### config.mk
export PLATFORM = sky130hd
export DESIGN_NAME = wb_host_seq
export DESIGN_NICKNAME = d
export VERILOG_FILES = /design/src/rtl/wb_host_seq.sv
export SDC_FILE = /design/constraint.sdc
export NUM_CORES = 1
export LEC_CHECK = 0
export CAP_MARGIN = 20
export CORE_MARGIN = 8
export CORE_UTILIZATION = 25
export CTS_BUF_LIST = sky130_fd_sc_hd__clkbuf_2 sky130_fd_sc_hd__clkbuf_4 sky130_fd_sc_hd__clkbuf_8
export DETAILED_ROUTE_END_ITERATION = 10
export GPL_ROUTABILITY_DRIVEN = 0
export PLACE_DENSITY = 0.62
export SLEW_MARGIN = 20
export SYNTH_ARGS = -nofsm -noshare
export SYNTH_HDL_FRONTEND = slang
export SYNTH_SLANG_ARGS = --single-unit
### constraint.sdc
create_clock -name clk -period 4.45 [get_ports clk]
set_input_delay 0.445 -clock clk [delete_from_list [all_inputs] [get_ports clk]]
set_output_delay 0.445 -clock clk [all_outputs]
set_load 0.03 [all_outputs]
### src/rtl/wb_host_seq.sv
// Wishbone classic single-beat initiator: one command in, one response out,
// with an ack timeout and a saturating count of timed-out transactions.
//
// state | meaning
// IDLE  | waiting for a command, cmd_ready high
// BUS   | strobe/cycle asserted, waiting for ack or timeout
// RESP  | response held until the consumer takes it
module wb_host_seq #(
    parameter int WB_WIDTH  = 32,
    parameter int TIMEOUT   = 16,
    parameter int CNT_WIDTH = 5
) (
    input  logic                 clk,
    input  logic                 rst_n,
    input  logic                 cmd_valid,
    output logic                 cmd_ready,
    input  logic                 cmd_we,
    input  logic [WB_WIDTH-1:0]  cmd_adr,
    input  logic [WB_WIDTH-1:0]  cmd_dat,
    output logic                 rsp_valid,
    input  logic                 rsp_ready,
    output logic [WB_WIDTH-1:0]  rsp_dat,
    output logic                 rsp_err,
    output logic [CNT_WIDTH-1:0] err_count,
    output logic                 wbm_stb_o,
    output logic                 wbm_cyc_o,
    output logic                 wbm_we_o,
    output logic [WB_WIDTH-1:0]  wbm_adr_o,
    output logic [WB_WIDTH-1:0]  wbm_dat_o,
    input  logic                 wbm_ack_i,
    input  logic [WB_WIDTH-1:0]  wbm_dat_i
);

    typedef enum logic [1:0] {IDLE, BUS, RESP} state_t;

    // Timer counts down from TIMEOUT-1; terminal count 0 on a strobe cycle aborts.
    localparam logic [CNT_WIDTH-1:0] TMR_LOAD = CNT_WIDTH'(TIMEOUT - 1);

    state_t                state_q, state_d;
    logic [CNT_WIDTH-1:0]  tmr_q, tmr_d;
    logic                  cmd_ready_q, cmd_ready_d;
    logic                  stb_q, stb_d;
    logic                  we_q, we_d;
    logic [WB_WIDTH-1:0]   adr_q, adr_d;
    logic [WB_WIDTH-1:0]   dat_q, dat_d;
    logic                  rsp_valid_q, rsp_valid_d;
    logic [WB_WIDTH-1:0]   rsp_dat_q, rsp_dat_d;
    logic                  rsp_err_q, rsp_err_d;
    logic [CNT_WIDTH-1:0]  err_cnt_q, err_cnt_d;

    always_ff @(posedge clk or negedge rst_n) begin
        if (!rst_n) begin
            state_q     <= IDLE;
            tmr_q       <= '0;
            cmd_ready_q <= 1'b0;
            stb_q       <= 1'b0;
            we_q        <= 1'b0;
            adr_q       <= '0;
            dat_q       <= '0;
            rsp_valid_q <= 1'b0;
            rsp_dat_q   <= '0;
            rsp_err_q   <= 1'b0;
            err_cnt_q   <= '0;
        end else begin
            state_q     <= state_d;
            tmr_q       <= tmr_d;
            cmd_ready_q <= cmd_ready_d;
            stb_q       <= stb_d;
            we_q        <= we_d;
            adr_q       <= adr_d;
            dat_q       <= dat_d;
            rsp_valid_q <= rsp_valid_d;
            rsp_dat_q   <= rsp_dat_d;
            rsp_err_q   <= rsp_err_d;
            err_cnt_q   <= err_cnt_d;
        end
    end

    always_comb begin
        state_d     = state_q;
        tmr_d       = tmr_q;
        cmd_ready_d = cmd_ready_q;
        stb_d       = stb_q;
        we_d        = we_q;
        adr_d       = adr_q;
        dat_d       = dat_q;
        rsp_valid_d = rsp_valid_q;
        rsp_dat_d   = rsp_dat_q;
        rsp_err_d   = rsp_err_q;
        err_cnt_d   = err_cnt_q;

        case (state_q)
            IDLE: begin
                // cmd_ready comes up on the first edge after reset release
                cmd_ready_d = 1'b1;
                if (cmd_valid && cmd_ready_q) begin
                    we_d        = cmd_we;
                    adr_d       = cmd_adr;
                    dat_d       = cmd_we ? cmd_dat : '0;
                    stb_d       = 1'b1;
                    tmr_d       = TMR_LOAD;
                    cmd_ready_d = 1'b0;
                    state_d     = BUS;
                end
            end
            BUS: begin
                if (wbm_ack_i) begin
                    rsp_dat_d   = we_q ? '0 : wbm_dat_i;
                    rsp_err_d   = 1'b0;
                    stb_d       = 1'b0;
                    we_d        = 1'b0;
                    adr_d       = '0;
                    dat_d       = '0;
                    rsp_valid_d = 1'b1;
                    state_d     = RESP;
                end else if (tmr_q == '0) begin
                    rsp_err_d   = 1'b1;
                    rsp_dat_d   = '0;
                    stb_d       = 1'b0;
                    rsp_valid_d = 1'b1;
                    if (err_cnt_q != '1) begin
                        err_cnt_d = err_cnt_q + 1'b1;
                    end
                    state_d     = RESP;
                end else begin
                    tmr_d = tmr_q - 1'b1;
                end
            end
            RESP: begin
                if (rsp_ready) begin
                    rsp_valid_d = 1'b0;
                    rsp_dat_d   = '0;
                    rsp_err_d   = 1'b0;
                    cmd_ready_d = 1'b1;
                    state_d     = IDLE;
                end
            end
            default: begin
                state_d = IDLE;
            end
        endcase
    end

    assign cmd_ready = cmd_ready_q;
    assign rsp_valid = rsp_valid_q;
    assign rsp_dat   = rsp_dat_q;
    assign rsp_err   = rsp_err_q;
    assign err_count = err_cnt_q;
    assign wbm_stb_o = stb_q;
    assign wbm_cyc_o = stb_q;
    assign wbm_we_o  = we_q;
    assign wbm_adr_o = adr_q;
    assign wbm_dat_o = dat_q;

endmodule
---- Word level (Yosys, flattened, before mapping) ----
Index checks and enable logic that the tools add are counted.
word-level totals
  register bits ........................... 113
  bits in latches ......................... 0
  memory bits (writable) .................. 0
  memory bits (read-only) ................. 0
  input bits .............................. 102
  output and inout port bits .............. 107
  word-level logic and storage cells ...... 72
  memories ................................ 0
cells by class
  $add $sub $neg .......................... 2
  multipliers ............................. 0
  divide/modulo/power cells ............... 0
  $lt $le $gt $ge ......................... 0
  equal/unequal tests ..................... 9
  shifts and indexed selects .............. 0
  muxes and demuxes ....................... 36
  bitwise gates (word level) .............. 1
  reduce and logical (&&, ||, !) cells .... 13
operators by type and width
  operator                                          count
  2-to-1 mux 32 bit                                 8
  case mux 32 bit (2 select lines)                  3
  2-to-1 mux 5 bit                                  3
  AND reduction 3 bit                               4
  2-to-1 mux 1 bit                                  11
  != test 2 bit, second input constant              5
  case mux 1 bit (2 select lines)                   5
  case mux 5 bit (2 select lines)                   1
  2-to-1 mux 2 bit                                  4
  AND reduction 4 bit                               2
  case mux 2 bit (3 select lines)                   1
  nonzero test 2 bit                                3
  adder 5 x 1 -> 5 bit, second input constant       1
  logical NOT 5 bit                                 1
  != test 5 bit, second input constant              1
  subtractor 5 x 1 -> 5 bit, second input constant  1
  != test 3 bit, second input constant              1
  == test 2 x 1 -> 1 bit, second input constant     1
  == test 2 bit, second input constant              1
  logical NOT 2 bit                                 1
  AND reduction 2 bit                               1
  logical AND 1 bit                                 1
  inverter 1 bit                                    1

---- Logic depth before layout (Yosys ltp) ----
Gate-level depths: netlist of the first run.
  depth after elaboration ................. 4
  gate-level depth with buffers ........... 7
  mapped depth without buffers ............ 6

---- Worst setup path before layout of the first run ----
No wires, ideal clock.
  path type ............................... register -> register
  start point ............................. reg err_cnt_q[0] (netlist: err_count[0])
  end point ............................... reg err_cnt_q[1] (netlist: err_count[1])
  library setup time ...................... 125 ps
  data arrival time ....................... 1821 ps
  required time ........................... 4325 ps
  setup slack ............................. 2504 ps
  stages on the path, launching flop included .. 7
  path buffers ............................ 0
  period minus slack after synthesis ...... 1946 ps
  cells stage by stage .................... dfrtp_1 -> ha_1 -> and3_1 -> ha_1 -> nor4b_2 -> nand2_1 -> mux2_2
between the ends
  word-level cells in the longest chain between the ends .. 2
RTL lines
  element                                                       RTL line  source
  start, declared                                               49        logic [CNT_WIDTH-1:0] err_cnt_q, err_cnt_d;
  start signal, assigned                                        75        err_cnt_q <= err_cnt_d;
  branches (longest 2 deep; another with adder 5 x 1 -> 5 bit)  n/a
Parallel ways; which one is timed is not known.
A chain may end at the register's enable or synchronous reset.

---- Final worst setup path of the first run ----
  start point ............................. reg cmd_ready_q (netlist: cmd_ready)
  end point ............................... out cmd_ready
RTL lines
  element                 RTL line  source
  start, declared         41        logic cmd_ready_q, cmd_ready_d;
  start signal, assigned  67        cmd_ready_q <= cmd_ready_d;
  end, declared           16        output logic cmd_ready,
No word-level cell between the ends.

==> results of run 1 <==
[how the worst max path moves through the flow]
stage | endpoint | slack, ns | cells after the start
after floorplan | err_count[1] | 2.50 | 6
after global placement | rsp_dat[17] | 1.97 | 3
after detailed placement | rsp_dat[12] | 1.90 | 3
after CTS | rsp_dat[12] | 2.18 | 2
after global routing | state_q[1] | 2.25 | 5
final | cmd_ready | 2.43 | 1
[metal layers]
| layer | vias up | track usage (%) |
|---|---|---|
| met2 | 162 | 18.7 |
| met4 | 2 | 4.49 |
| met3 | 15 | 7.34 |
| met1 | 1676 | 14.7 |
| li1 | 1548 | - |
| met5 | - | 0 |
[kinds of logic (layout without fill, tap and decap cells)]
group                      after synthesis  in the layout  synth area share, %
DFF                                    113            113                 65.5
AOI/OAI and AO/OA                      111            111                 23.0
buffers and inverters                   33            246                 4.58
and+or+nand+nor                         29             29                 4.31
muxes                                    5              5                 1.22
adders and majority gates                3              3                0.869
xor gates and xnor gates                 3              3                0.608
[state kept, by name (all words and copies together), names as in the netlist]
register and flops:
rsp_err 1, state_q 2, tmr_q 5, wbm_dat_o 32
cmd_ready 1, wbm_cyc_o 1, rsp_dat 32, err_count 5
rsp_valid 1, wbm_we_o 1, wbm_adr_o 32
[placed cells by master, fill, tap and decap left out, drive strengths merged]
| cell type | count |
|---|---|
| clkdlybuf4s50 | 207 |
| dfrtp | 113 |
| a22o | 64 |
| a32o | 32 |
| clkbuf | 22 |
| nor2 | 7 |
| inv | 4 |
| nand2 | 4 |
| nand2b | 4 |
| clkinvlp | 4 |
| clkinv | 4 |
| mux2i | 3 |
| xnor2 | 3 |
| a21oi | 3 |
| ha | 3 |
| buf | 3 |
| nand3 | 3 |
| o21ai | 3 |
| a21o | 3 |
| and3 | 2 |
| mux2 | 2 |
| a21boi | 2 |
| bufinv | 2 |
| nor4b | 2 |
| nand3b | 1 |
| nor4bb | 1 |
| and2 | 1 |
| nor3b | 1 |
| nor2b | 1 |
| nor3 | 1 |
| a22oi | 1 |
| and3b | 1 |
| a311o | 1 |
| o21a | 1 |
| a211oi | 1 |
[cell type report]
cell class | count | area share, %
clock buffers | 22 | 4.09
well taps | 225 | 4.06
multi-input cells | 151 | 19.1
repair buffers | 210 | 30.2
clock inverters | 10 | 1.59
inverters | 4 | 0.216
flip-flops and latches | 113 | 40.8
[per-stage QoR]
step	area [um2]	power, mW
after global placement	6530	4.37
after floorplan	4320	3.26
after global routing	6940	5.63
after detailed placement	6530	4.42
after CTS	6930	5.41
final	6940	5.33
[power by group through the flow]
stage          Sequential (mW)  Combinational, mW  Clock [mW]
6_report                  1.75               2.63       0.948
5_1_grt                   1.81               2.78        1.05
4_1_cts                   1.75               2.67       0.992
3_5_place_dp              1.75               2.67           0
3_3_place_gp              1.75               2.62           0
2_1_floorplan             2.52              0.740           0
==> summary.md, run 1 <==
| Metric | Value |
|---|---|
| Worst Setup End Kind | `output pin` |
| Min Clock Period, post-route | `2.02 ns` |
| Clock Tree Buf Depth | `2` |
| Flop-to-flop setup slack | `2.44 ns` |
| Clock latency on the worst-skew pair | `0.43 ns` |
| CTS resizes | `0` |
| Port-buffer cells | `between 200 and 250` |
| Register area | `about 2800 um2` |
| Number of buffers created by CTS | `17` |
| Synth Cell Area | `4320 um2` |
| Clock share of power | `around 18%` |
| Met2 wire len | `5.90 mm` |
| Number of global-route vias before repair | `about 4000` |
| Gr usage total | `12.6%` |
| CTS tree | `done` |
| Setup CP Type | `flip-flop to output pin` |
| Crit share post-route | `between 40% and 50%` |
| CP arrival | `1.57 ns` |
| Crit-path cells | `clkdlybuf4s50_1` |
| Top cells by count, synth | `113 x dfrtp_1, 64 x a22o_1, 32 x a32o_1` |
| Share of cells above drive strength 1 | `a little under a tenth` |
| Ys Warns | `0` |
| Vias | `3403` |
| Worst Path Required | `between 4 and 5 ns` |
| Syn_nets | `402` |
| Slowest cell on the critical path | `clkdlybuf4s50_1` |
| Layout area overhead | `60.6%` |
| Seq cells post-synth | `113` |
| Grt ovf | `0` |
| Drt initial violations | `122` |
| Initial antenna violation count | `1` |
| Die footprint | `21700 um2` |
| Net switching power | `2.16 mW` |
| Cell with the most instances after synthesis | `dfrtp_1` |
| Routed WL per cell | `18.2 um` |
| Fmax | `496 MHz` |
| Non-Filler Instances | `735` |
| Worst vdd ir | `roughly 0.37 mV` |
| Worst-path fanout max | `4` |
| Main synth FF type | `dfrtp_1` |
| Die Y | `between 100 and 150 um` |
| Worst Tran Pin Value | `approximately 0.91 ns` |
| Post-layout worst setup margin | `approximately 2.4 ns` |
| Syn Area/Cell | `14.5 um2` |
| CTS H-tree lvls | `4` |
| Synth area leaders | `dfrtp_1 65%, a22o_1 13%, a32o_1 7.4%, buf_2 2.0%, buf_6 1.6%` |
| Final layout net count | `602` |
| Fin. Hold Viols | `0` |
| Comb pwr share | `49.4%` |
| Final setup vio count | `0` |
| First-pass GRT wire length | `21.4 mm` |
| Ports | `roughly 210` |
| PwrDens | `768 nW/um2` |
| Post-synthesis cell type count | `35` |
| Starting Density | `between 20% and 30%` |
| Post-synth EDFFs | `0` |
| TNS Setup | `0 ns` |
| WP buf/inv | `1` |
| Ant diodes | `0` |
| Yosys top cell area share | `65.5%` |
| Num rows | `48` |
| Sequential share of power | `between 30 and 40%` |
| Async SR Flop Fraction | `100%` |
| Worst Skew | `0.00774 ns` |
| Hold WS | `0.124 ns` |
| TritonRoute pass-1 iters | `4` |
| Sw frac | `about two fifths` |
| Cell count after placement | `703` |
| Mapped Cells | `297` |
| Largest net degree at the start of global routing | `70` |
| Worst path max stage delay | `roughly 0.73 ns` |
| Largest area contributor in the netlist | `dfrtp_1` |
| M1 WL | `roughly 5.7 mm` |
| Detail Placement HPWL | `9.66 mm` |
| DRC viols | `0` |
| Core box area | `17100 um2` |
| Clk root buf | `clkbuf_8` |
| RSZ-0062 raised after global routing | `no` |
| Setup crit start | `cmd_ready` |
| Final Util | `around two fifths` |
| Worst slew margin | `39.3%` |
| DR vias/cell | `about 4.6` |
| Max-cap violations | `0` |
| Leak Pwr | `2.95 nW` |
| Area of the multi-input gates | `around 1300 um2` |
| Reg2reg path depth | `5` |
| Cell family with most CP delay | `buffers and inverters` |
| Fillers | `about 1600` |
| Reg2reg end | `state_q[1]` |
| Slew Limit Fails | `0` |
| HP Class | `input port to asynchronous set/reset pin` |
| Final wirelength | `13.4 mm` |
| CTS Hold Bufs | `0` |
| Pint | `3.17 mW` |
| Final ANT Viol Nets | `0` |
| CTS Sinks | `113` |
| Register area share after synthesis | `65.5%` |
| Die Wd | `about 150 um` |
| R2r startpoint | `tmr_q[0]` |
| Dpl ws | `1.90 ns` |
| Status | `finished, final reports clean` |
| Startpoint Class | `flip-flop` |
| Clk slew on worst S/H paths | `~0.07 ns` |
| Setup bufs post-CTS | `0` |
| Highest metal used | `met5` |
| Met3 routed wirelength | `between 1.5 and 2 mm` |
(Power assumes the default switching activity.)
==> run 2, diff against run 1 <==
Settings changed: PLACE_DENSITY 0.62 to 0.64.
Clock period 4.45 ns to 1.8 ns, I/O delays scaled along.
==> summary.md, run 2 (same netlist as run 1, synthesis figures left out) <==
| Metric | Value |
|---|---|
| Die Wd | `147 um (unchanged)` |
| Fmax | `582 MHz` |
| Cell family with most CP delay | `flip-flops (was buffers and inverters)` |
| Net switching power | `5.34 mW (was 2.16 mW)` |
| DP Area | `6730 um2 (was 6530 um2)` |
| Core box area | `17100 um2 (unchanged)` |
| Clock Tree Buf Depth | `2 (unchanged)` |
| Ports | `209 (unchanged)` |
| Final ANT Viol Nets | `0 (unchanged)` |
| Share of cells above drive strength 1 | `11.9% (was 9.02%)` |
| CP arrival | `2.03 ns (was 1.57 ns)` |
| Worst Path Required | `2.11 ns (was 4.01 ns)` |
| Starting Density | `25.2% (unchanged)` |
| Leak Pwr | `3.08 nW (was 2.95 nW)` |
| Worst path max stage delay | `0.41 ns (was 0.73 ns)` |
| Most frequent cells in the layout | `201 x clkdlybuf4s50_1, 110 x dfrtp_1, 64 x a22o_1 (was 207 x clkdlybuf4s50_1, 113 x dfrtp_1, 64 x a22o_1)` |
| Vias | `3405 (was 3403)` |
| Most common library cell in the layout ignoring fill and taps | `clkdlybuf4s50_1 (unchanged)` |
| Clock latency on the worst-skew pair | `0.42 ns (was 0.43 ns)` |
| Clk slew on worst S/H paths | `0.07 ns (about the same)` |
| Initial antenna violation count | `1 (unchanged)` |
| Pint | `7.83 mW (was 3.17 mW)` |
| Grt ovf | `0 (unchanged)` |
| Clock share of power | `16.7% (was 17.8%)` |
| Sw frac | `40.5% (was 40.6%)` |
| Ant diodes | `0 (unchanged)` |
| RSZ-0062 raised after global routing | `no (unchanged)` |
| Max-cap violations | `0 (unchanged)` |
| CTS H-tree lvls | `4 (unchanged)` |
| Final setup vio count | `0 (unchanged)` |
| First-pass GRT wire length | `21.1 mm (was 21.4 mm)` |
| Layout area overhead | `64.7% (was 60.6%)` |
| Routed WL per cell | `17.6 um (was 18.2 um)` |
| Drt initial violations | `118 (was 122)` |
| Crit share post-route | `95.5%` |
| Number of global-route vias before repair | `3819 (was 3892)` |
| Worst slew margin | `59.3% (was 39.3%)` |
| Die footprint | `21700 um2 (unchanged)` |
| Fin. Hold Viols | `0 (unchanged)` |
| Gr usage total | `12.3% (was 12.6%)` |
| Crit-path cells | `inv_1, ha_1, nor4b_4, buf_4, nand2_2, mux2_4 (was clkdlybuf4s50_1)` |
| Detail Placement HPWL | `9.31 mm (was 9.66 mm)` |
| Clk root buf | `clkbuf_8 (unchanged)` |
| Worst Setup End Kind | `flip-flop (was output pin)` |
| Slowest cell on the critical path | `dfrtp_1 (was clkdlybuf4s50_1)` |
| DRC viols | `0 (unchanged)` |
| Number of buffers created by CTS | `17 (unchanged)` |
| WP buf/inv | `2 (was 1)` |
| Worst-path fanout max | `6 (was 4)` |
| Comb pwr share | `50.5% (was 49.4%)` |
| Final Util | `41.6% (was 40.5%)` |
| Final total power | `13.2 mW (was 5.33 mW)` |
| Worst vdd ir | `0.834 mV (was 0.367 mV)` |
| Sequential share of power | `32.8% (about the same)` |
| Port-buffer cells | `208 (unchanged)` |
| PwrDens | `1850 nW/um2 (was 768 nW/um2)` |
| Startpoint Class | `flip-flop (unchanged)` |
| Slew Limit Fails | `0 (unchanged)` |
| TritonRoute pass-1 iters | `4 (unchanged)` |
| Num rows | `48 (unchanged)` |
| Final wirelength | `13.2 mm (was 13.4 mm)` |
| Largest net degree at the start of global routing | `114 (was 70)` |
| DR vias/cell | `4.56 (was 4.63)` |
| CTS Sinks | `113 (unchanged)` |
| Worst Skew | `0.00856 ns (was 0.00774 ns)` |
| Min Clock Period, post-route | `1.72 ns` |
| Final instance area | `7120 um2 (was 6940 um2)` |
| Worst Tran Pin Value | `0.610 ns (was 0.907 ns)` |
| CTS tree | `done (unchanged)` |
| Die Y | `147 um (unchanged)` |
| Status | `finished, final reports clean (unchanged)` |
| Setup CP Type | `flip-flop to flip-flop (was flip-flop to output pin)` |
| HP Class | `input port to flip-flop (was input port to asynchronous set/reset pin)` |
| Final layout net count | `617 (was 602)` |
-- run 2: cell types whose count changed in the layout (fill, tap and decap cells not counted), moves of 5 or more --
cell             before  now
clkbuf_8             19   24
buf_4                 3   12
clkdlybuf4s50_1     207  201
buf_12                0    5
-- run 2: worst paths after layout --
kind	start	endpoint	slack [ns]	depth (start not counted)
hold / removal	cmd_adr[3]	wbm_adr_o[3]	0.35	2
setup / recovery	tmr_q[0]	err_count[1]	0.08	6
min in group asynchronous	rst_n	wbm_dat_o[11]	0.36	3
setup reg to reg	tmr_q[0]	err_count[1]	0.08	6
max in group asynchronous	rst_n	err_count[0]	0.92	3
hold reg to reg	wbm_adr_o[17]	wbm_adr_o[17]	0.50	1
-- run 2: area by class of cell --
class	instances	area, um2
fill	1606	10000
tap	225	282
sequential	113	2830
clock buffer	25	338
multi-input combinational	151	1350
timing repair buffer	225	2280
inverter	4	15.0
clock inverter	4	25.0
-- run 2: what timing repair did --
| item | 4_1_cts | 5_1_grt |
|---|---|---|
| hold buffers | 1 | 0 |
| gates cloned | 0 | 0 |
| endpoints found under the setup margin | 3 | 32 |
| pin swaps | 0 | 2 |
| gates resized for setup | 3 | 5 |
| hold endpoints to repair | 113 | 0 |
| buffers inserted | 0 | 1 |
-- run 2: worst register-to-register path, delay by kind of cell (launching register included) --
kind	cells	cell delay [ns]
and+or+nand+nor	2	0.39
buffers and inverters	2	0.28
DFF	1	0.41
muxes	1	0.31
adders and majority gates	1	0.22
-- run 2: stage by stage --
stage	setup TNS (ns)	hold WS, ns	setup slack, ns	std cells
final	0	0.346	0.0814	747
after floorplan	-0.0757	-0.116	-0.0512	297
after CTS	0	0.298	0.0114	746
after detailed placement	0	0.323	0.0436	716
after global routing	0	0.318	0.0138	747
after global placement	0	0.304	0.0796	716
-- run 2: power groups by stage --
stage / Combinational (mW) / Sequential [mW] / Clock [mW]
4_1_cts: 6.77 / 4.32 / 2.31
3_5_place_dp: 6.77 / 4.32 / 0
6_report: 6.65 / 4.32 / 2.20
5_1_grt: 7.03 / 4.45 / 2.43
2_1_floorplan: 1.84 / 6.23 / 0
3_3_place_gp: 6.68 / 4.31 / 0
-- run 2: metal layers --
metal / global-route usage (%) / vias to the layer above / share of wire (%)
li1: - / 1572 / -
met1: 14.7 / 1663 / 44
met2: 18.3 / 155 / 45
met3: 6.48 / 13 / 10
met4: 4.74 / 2 / 1.3
met5: 0 / - / 0.076
